File: src/rtl/microseq_nslogic_if.sv
// Bus between the control store / instruction decoder and the microsequencer.
// The sequencer owns the slave side: it consumes the control-word fields,
// decoder targets, flags and stall, and returns the micro-address and status.
interface microseq_nslogic_if #(
    parameter int AW = 5,
    parameter int SD = 4
);
    localparam int SPW = $clog2(SD + 1);

    logic [2:0]     nssel;
    logic [1:0]     csel;
    logic           cpol;
    logic [AW-1:0]  dbin;
    logic [AW-1:0]  ibin;
    logic [AW-1:0]  sbin;
    logic [3:0]     cc;
    logic           stall;
    logic [AW-1:0]  uaddr;
    logic [SPW-1:0] sp;
    logic           halted;
    logic           err_ovf;
    logic           err_unf;

    modport master (
        output nssel, csel, cpol, dbin, ibin, sbin, cc, stall,
        input  uaddr, sp, halted, err_ovf, err_unf
    );

    modport slave (
        input  nssel, csel, cpol, dbin, ibin, sbin, cc, stall,
        output uaddr, sp, halted, err_ovf, err_unf
    );
endinterface

File: src/rtl/microseq_nslogic.sv
// Registered next-state generator for the microprogrammed CPU.
// Selects the next micro-address from sequential, direct, dispatch, conditional
// branch or micro-subroutine sources, keeps a small return stack, and records
// halt and stack error conditions as sticky flags.
module microseq_nslogic #(
    parameter int AW        = 5,
    parameter int SD        = 4,
    parameter int RESET_VEC = 0
) (
    input  logic              clock,
    input  logic              resetn,
    microseq_nslogic_if.slave bus
);
    localparam int SPW = $clog2(SD + 1);
    localparam int IW  = (SD > 1) ? $clog2(SD) : 1;

    localparam logic [2:0] NS_SEQ    = 3'b000;
    localparam logic [2:0] NS_JMP    = 3'b001;
    localparam logic [2:0] NS_DISP_I = 3'b010;
    localparam logic [2:0] NS_DISP_S = 3'b011;
    localparam logic [2:0] NS_BR     = 3'b100;
    localparam logic [2:0] NS_CALL   = 3'b101;
    localparam logic [2:0] NS_RET    = 3'b110;
    localparam logic [2:0] NS_HALT   = 3'b111;

    localparam logic [SPW-1:0] SP_FULL = SPW'(SD);

    logic [AW-1:0]  uaddr_q, uaddr_d, seq_addr;
    logic [SPW-1:0] sp_q, sp_d, sp_dec;
    logic           halted_q, halted_d;
    logic           ovf_q, ovf_d;
    logic           unf_q, unf_d;
    logic           push;
    logic           cond;
    logic [1:0]     flag_idx;
    logic [IW-1:0]  push_idx, pop_idx;
    logic [AW-1:0]  stack [SD];

    // cc is packed {Z,N,C,V}, so csel counts down from the top bit.
    assign seq_addr = uaddr_q + 1'b1;
    assign flag_idx = 2'd3 - bus.csel;
    assign cond     = bus.cc[flag_idx] ^ bus.cpol;
    assign sp_dec   = sp_q - 1'b1;
    assign push_idx = sp_q[IW-1:0];
    assign pop_idx  = sp_dec[IW-1:0];

    // Next-state selection; stall leaves every default (hold) in place.
    always_comb begin
        uaddr_d  = uaddr_q;
        sp_d     = sp_q;
        halted_d = halted_q;
        ovf_d    = ovf_q;
        unf_d    = unf_q;
        push     = 1'b0;
        if (!bus.stall) begin
            case (bus.nssel)
                NS_SEQ:    uaddr_d = seq_addr;
                NS_JMP:    uaddr_d = bus.dbin;
                NS_DISP_I: uaddr_d = bus.ibin;
                NS_DISP_S: uaddr_d = bus.sbin;
                NS_BR:     uaddr_d = cond ? bus.dbin : seq_addr;
                NS_CALL: begin
                    if (sp_q != SP_FULL) begin
                        push    = 1'b1;
                        sp_d    = sp_q + 1'b1;
                        uaddr_d = bus.dbin;
                    end else begin
                        uaddr_d = seq_addr;
                        ovf_d   = 1'b1;
                    end
                end
                NS_RET: begin
                    if (sp_q != '0) begin
                        uaddr_d = stack[pop_idx];
                        sp_d    = sp_dec;
                    end else begin
                        unf_d = 1'b1;
                    end
                end
                NS_HALT:   halted_d = 1'b1;
                default:   uaddr_d = uaddr_q;
            endcase
        end
    end

    // Control state registers; reset aborts any pending push or pop at once.
    always_ff @(posedge clock or negedge resetn) begin
        if (!resetn) begin
            uaddr_q  <= AW'(RESET_VEC);
            sp_q     <= '0;
            halted_q <= 1'b0;
            ovf_q    <= 1'b0;
            unf_q    <= 1'b0;
        end else begin
            uaddr_q  <= uaddr_d;
            sp_q     <= sp_d;
            halted_q <= halted_d;
            ovf_q    <= ovf_d;
            unf_q    <= unf_d;
        end
    end

    // Return stack storage; contents are meaningless after reset so no reset here.
    always_ff @(posedge clock) begin
        if (push) begin
            stack[push_idx] <= seq_addr;
        end
    end

    assign bus.uaddr   = uaddr_q;
    assign bus.sp      = sp_q;
    assign bus.halted  = halted_q;
    assign bus.err_ovf = ovf_q;
    assign bus.err_unf = unf_q;
endmodule

File: src/flat_wrapper.sv
// flat-port wrapper written by rule: the top's interface ports become plain ports
module microseq_nslogic_flat 
#(
    parameter int AW        = 5,
    parameter int SD        = 4,
    parameter int RESET_VEC = 0
)
  (clock, resetn, bus_nssel, bus_csel, bus_cpol, bus_dbin, bus_ibin, bus_sbin, bus_cc, bus_stall, bus_uaddr, bus_sp, bus_halted, bus_err_ovf, bus_err_unf);
  microseq_nslogic_if #(.AW(AW), .SD(SD)) bus_i ();
  input  logic clock;
  input  logic resetn;
  input wire logic [$bits(bus_i.nssel)-1:0] bus_nssel;
  input wire logic [$bits(bus_i.csel)-1:0] bus_csel;
  input wire logic [$bits(bus_i.cpol)-1:0] bus_cpol;
  input wire logic [$bits(bus_i.dbin)-1:0] bus_dbin;
  input wire logic [$bits(bus_i.ibin)-1:0] bus_ibin;
  input wire logic [$bits(bus_i.sbin)-1:0] bus_sbin;
  input wire logic [$bits(bus_i.cc)-1:0] bus_cc;
  input wire logic [$bits(bus_i.stall)-1:0] bus_stall;
  output wire logic [$bits(bus_i.uaddr)-1:0] bus_uaddr;
  output wire logic [$bits(bus_i.sp)-1:0] bus_sp;
  output wire logic [$bits(bus_i.halted)-1:0] bus_halted;
  output wire logic [$bits(bus_i.err_ovf)-1:0] bus_err_ovf;
  output wire logic [$bits(bus_i.err_unf)-1:0] bus_err_unf;
  assign bus_i.nssel = bus_nssel;
  assign bus_i.csel = bus_csel;
  assign bus_i.cpol = bus_cpol;
  assign bus_i.dbin = bus_dbin;
  assign bus_i.ibin = bus_ibin;
  assign bus_i.sbin = bus_sbin;
  assign bus_i.cc = bus_cc;
  assign bus_i.stall = bus_stall;
  assign bus_uaddr = bus_i.uaddr;
  assign bus_sp = bus_i.sp;
  assign bus_halted = bus_i.halted;
  assign bus_err_ovf = bus_i.err_ovf;
  assign bus_err_unf = bus_i.err_unf;
  microseq_nslogic #(.AW(AW), .SD(SD), .RESET_VEC(RESET_VEC)) u_core (.clock(clock), .resetn(resetn), .bus(bus_i));
endmodule
File: config.mk
export PLATFORM = sky130hd
export DESIGN_NAME = microseq_nslogic_flat
export DESIGN_NICKNAME = d
export VERILOG_FILES = /design/src/rtl/microseq_nslogic_if.sv /design/src/rtl/microseq_nslogic.sv /design/src/flat_wrapper.sv
export SDC_FILE = /design/constraint.sdc
export NUM_CORES = 1
export LEC_CHECK = 0
export CORE_MARGIN = 2
export CORE_UTILIZATION = 54
export DETAILED_ROUTE_END_ITERATION = 7
export PLACE_DENSITY = 0.89
export SYNTH_ARGS = -nofsm -noshare
export SYNTH_HDL_FRONTEND = slang
export SYNTH_SLANG_ARGS = --single-unit
File: constraint.sdc
create_clock -name clock -period 6.5 [get_ports clock]
set_clock_uncertainty 0.2 [all_clocks]
set_input_delay 0.65 -clock clock [delete_from_list [all_inputs] [get_ports clock]]
set_output_delay 0.65 -clock clock [all_outputs]
set_load 0.02 [all_outputs]
# After elaboration in Yosys (flattened, before gate mapping)
# Memories as Yosys holds them, arrays and structs flattened.
# Index checks and enable logic that the tools add are counted.
# word_totals
regBits,11
ram_bits,20
in_bits,28
out_inout_bits,11
elab_cells,48
memories,1
# mem_list
name,depth,width,rd,rd_ports_with_merged_regs,wr,line,source
u_core.stack,4,5,1,0,1,microseq_nslogic.sv:37,logic [AW-1:0] stack [SD];
# classes
add_sub_neg,4
magnitude_cmp,1
eq_ne,10
mux,14
bitwise_logic,4
reduce_logical,9
# op_table
operator,count
$pmux W5 S7,1
$mux W5,3
$eq A3 B3 Y1 const B,4
$reduce_and A3 Y1,3
$reduce_bool A7 Y1,1
$eq A3 B2 Y1 const B,2
$mux W1,6
$mux W3,2
$pmux W3 S2,1
$add A5 B1 Y5 const B,1
$ne A2 B1 Y1 const B,2
$reduce_and A4 Y1,1
$add A3 B1 Y3 const B,1
$eq A3 B1 Y1 const B,1
$logic_not A3 Y1,1
$lt A2 B3 Y1 const B,1
$ne A3 B3 Y1 const B,1
$not A1 Y1,3
$reduce_bool A3 Y1,1
$sub A3 B1 Y3 const B,1
$bmux W1 S2,1
$reduce_and A2 Y1,1
$reduce_bool A2 Y1,1
$sub A2 B2 Y2 const A,1
$xor A1 B1 Y1,1

# Logic depth before layout (Yosys ltp)
# depth
depth_word,6
depth_mapped,8
mapped_depth_nobuf,7

# Worst setup path after synthesis
# Ideal clock, no wire load.
# synth_timing
kind,register to register
startpoint,"register u_core.sp_q[0], in the netlist u_core.bus.sp[0]"
endpoint,"register u_core.uaddr_q[2], in the netlist u_core.bus.uaddr[2]"
setup_ns,0.129
arrival_time_ns,2.045
t_required_ns,6.171
path_slack_ns,4.126
stages_incl_launch_ff,9
path_buffers,2
period_less_slack_ns,2.374
path_cell_list,dfrtp_1 buf_6 inv_1 ha_1 clkbuf_2 mux4_2 a221o_1 a211oi_1 o22ai_1
# synth_between
elab_chain_len,4
word_cells_on_any_way,9
cone_classes,1 x add/sub; 2 x eq/ne; 3 x mux; 2 x reduce/logical; 1 x memory
# synth_rtl
element,line,source
from (decl),microseq_nslogic.sv:29,"logic [SPW-1:0] sp_q, sp_d, sp_dec;"
from (signal assigned),microseq_nslogic.sv:96,sp_q <= sp_d;
$sub A3 B1 Y3,microseq_nslogic.sv:43,assign sp_dec = sp_q - 1'b1;
$mem_v2 Z4 W5,--,
$mux W5,microseq_nslogic.sv:73,if (sp_q != '0) begin
$pmux W5 S7,microseq_nslogic.sv:56,case (bus.nssel)
to (signal assigned),microseq_nslogic.sv:89,uaddr_q <= AW'(RESET_VEC);
to (signal assigned),microseq_nslogic.sv:95,uaddr_q <= uaddr_d;
to (decl),microseq_nslogic.sv:28,"logic [AW-1:0] uaddr_q, uaddr_d, seq_addr;"
# Parallel ways exist; a longest one is shown, timed or not. The select of a mux whose other input is x is not followed.
# A chain may end at the register's enable or synchronous reset.

# Worst setup path in the final report
# layout_timing
startpoint,input port bus_nssel[0]
endpoint,memory u_core.stack[0][4] (enable)
# layout_between
elab_chain_len,5
# layout_rtl
element,line,source
from (decl),flat_wrapper.sv:12,input wire logic [$bits(bus_i.nssel)-1:0] bus_nssel;
$eq A3 B3 Y1,microseq_nslogic.sv:56,
$mux W1,microseq_nslogic.sv:56,
$mux W1,microseq_nslogic.sv:55,if (!bus.stall) begin
$mux W1,microseq_nslogic.sv:105,if (push) begin
$mux W1 (not written as such),microseq_nslogic.sv:106,stack[push_idx] <= seq_addr;
to (decl),microseq_nslogic.sv:37,
# Every way passes these cells.

==> metrics.md <==
| Metric | Value |
|---|---|
| Chip Height | `61.1 um` |
| H-tree depth | `2` |
| Total grt overflow | `0` |
| Status | `complete, no violations` |
| DRT Wirelength | `4080 um` |
| Number of synthesized flops with an enable pin | `20` |
| Post-CTS Resized | `0` |
| Worst VDD drop | `205 uV` |
| Pin count of the biggest net entering global routing | `12` |
| Via density per instance | `5.92` |
| Setup CP Type | `primary input to flip-flop` |
| Clk sink count | `31` |
| Final ANT Viol Nets | `0` |
| Die area | `3740 um2` |
| Post-placement cell area | `2160 um2` |
| Final HPWL from detailed placement | `3230 um` |
| Final setup TNS | `0 ps` |
| Area of the multi-input gates | `825 um2` |
| Final instance area | `2210 um2` |
| CP arrival | `2650 ps` |
| Number of port buffers | `38` |
| Initial antenna violation count | `0` |
| Max-cap violation count | `0` |
| Layout cells sized above 1 | `0.139` |
| Clock root buffer | `clkbuf_4` |
| Synthesis-to-finish area growth | `25.5%` |
| Initial Util | `0.573` |
| CTS Hold Bufs | `0` |
| Final setup fails | `0` |
| First-pass iteration count of the detailed router | `4` |
| Register area | `876 um2` |
| Routability Congestion | `0.947` |
| Drt initial violations | `48` |
| Clk buf depth | `2` |
| Global-route wire length before repair | `6390 um` |
| Post-synth top area share | `0.341` |
| RSZ-0062 raised after global routing | `no` |
| Cell row count | `20` |
| Clock slew seen by the registers of the worst setup and hold paths | `100 ps` |
| Final Hold Vio Count | `0` |
| Syn Area/Cell | `12.7 um2` |
| Worst Max-Slew Pin Slew | `549 ps` |
| Post-layout net count | `213` |
| Syn nets | `173` |
| Synth Instances | `139` |
| Fillers | `225` |
| Final Slew Violations | `0` |
| Core box area | `3080 um2` |
| Ratio of final minimum period to clock period | `0.435` |
| Post-synth ARST share | `0.355` |
| Pwr Density | `348 nW/um2` |
| FMAX | `0.354 GHz` |
| Commonest cells in the synthesized netlist | `edfxtp_1, nor2_1, dfrtp_1` |
| # diodes | `0` |
| Postcts setup bufs | `0` |
| Crit Path Max Fanout | `11` |
| Setup crit end kind | `flip-flop` |
| WL/cell | `18.2 um` |
| Seq cells post-synth | `31` |
| Drt drc | `0` |
| Register area share after synthesis | `0.497` |
| Top Ports | `39` |
| Clock latency on the worst-skew pair | `340 ps` |
| Post-synthesis cell area | `1760 um2` |
| Number of global-route vias before repair | `1389` |
| Die Wd | `61.1 um` |
| Yosys warns | `0` |
| Vias | `1327` |
| Req. time, crit path | `6330 ps` |
| Final Util | `0.719` |
| Count leader, synth | `edfxtp_1` |
| Leakage | `0.000810 uW` |
| CTS tree | `built` |
| Final period demand of the worst path | `2830 ps` |
| Cell variety after synth | `47` |
| Primary FF master, synth | `edfxtp_1` |
| Leading post-synthesis cells by cell area | `edfxtp_1, dfrtp_1, ha_1` |
| Worst min path class | `flip-flop to flip-flop` |
| CTS buffer count | `5` |
| Cell accounting for the most synthesized area | `edfxtp_1` |
| Max-slew headroom | `0.633` |
| GRT Util Overall | `0.251` |
| CP Launch Type | `primary input` |
through the flow:
stage	cells	power [uW]	setup slack (ps)	hold WS (ps)
after floorplan	139	533	4130	154
after global placement	216	648	3430	241
after detailed placement	216	662	3300	265
after CTS	224	773	3680	287
after global routing	224	817	3570	297
final	224	771	3670	286
layer usage:
layer / vias to the layer above / global-route usage / routed length (um)
li1: 605 / - / -
met1: 647 / 0.263 / 1500
met2: 61 / 0.441 / 2160
met3: 14 / 0.0882 / 297
met4: 0 / 0.134 / 116
met5: - / 0 / 0
critical path, cell delays in order:
cell and delay (ps):
clkdlybuf4s50_1 820, inv_1 180, or3_1 460, nor2b_1 250
and2_1 290
final cells by class:
cell class | count | share of cell area
flip-flops and latches | 31 | 0.396
multi-input cells | 97 | 0.373
repair buffers | 38 | 0.172
well taps | 44 | 0.0249
clock buffers | 6 | 0.0187
inverters | 6 | 0.0102
clock inverters | 2 | 0.00566
cells in the final DEF, fill, tap and decap left out, types with 3 or more instances in the layout:
cell / netlist / layout
mux2i_1: 3 / 3
o21ai_0: 5 / 5
clkbuf_4: 0 / 5
inv_1: 6 / 6
nand3_1: 4 / 4
nor2_1: 13 / 13
dfrtp_1: 11 / 11
ha_1: 6 / 6
xnor2_1: 7 / 7
and2_1: 5 / 5
nand2_1: 4 / 4
mux2_2: 6 / 6
edfxtp_1: 20 / 20
a21oi_1: 5 / 5
a221o_1: 3 / 3
mux4_2: 3 / 3
clkdlybuf4s50_1: 0 / 38
report_power, final:
| group | switching (uW) | total (uW) | internal, uW | leakage (uW) |
|---|---|---|---|---|
| logic | 180 | 346 | 166 | 0.000476 |
| clock network | 69.6 | 111 | 41.6 | 0.0000282 |
| registers | 45.9 | 314 | 268 | 0.000306 |
path summary, 6_finish.rpt:
check / startpoint / cells past startpoint / end / slack [ps]
max in group asynchronous: resetn / 1 / u_core.bus.halted / 5300
worst max-delay path: bus_nssel[0] / 5 / u_core.stack[0][4] / 3670
worst min register to register: u_core.bus.err_ovf / 1 / u_core.bus.err_ovf / 290
worst min-delay path: u_core.bus.err_ovf / 1 / u_core.bus.err_ovf / 290
min in group asynchronous: resetn / 1 / u_core.bus.uaddr[3] / 440
worst max register to register: u_core.bus.sp[0] / 6 / u_core.bus.uaddr[2] / 3880
flip-flops by register name, summed over array words and instances, names as in the netlist:
name / count
u_core.bus.err_ovf: 1
u_core.bus.sp: 3
u_core.bus.halted: 1
u_core.bus.uaddr: 5
u_core.stack: 20
u_core.bus.err_unf: 1
cells by family after synthesis:
group           count (synthesis)  share of synthesized area
simple gates                   38                      0.118
fa+ha+maj                       6                     0.0426
mux                            15                      0.130
xor+xnor                        8                     0.0397
flops                          31                      0.497
compound gates                 30                      0.138
buf+inv                        11                     0.0355
Power figures use the tool's default switching activity.
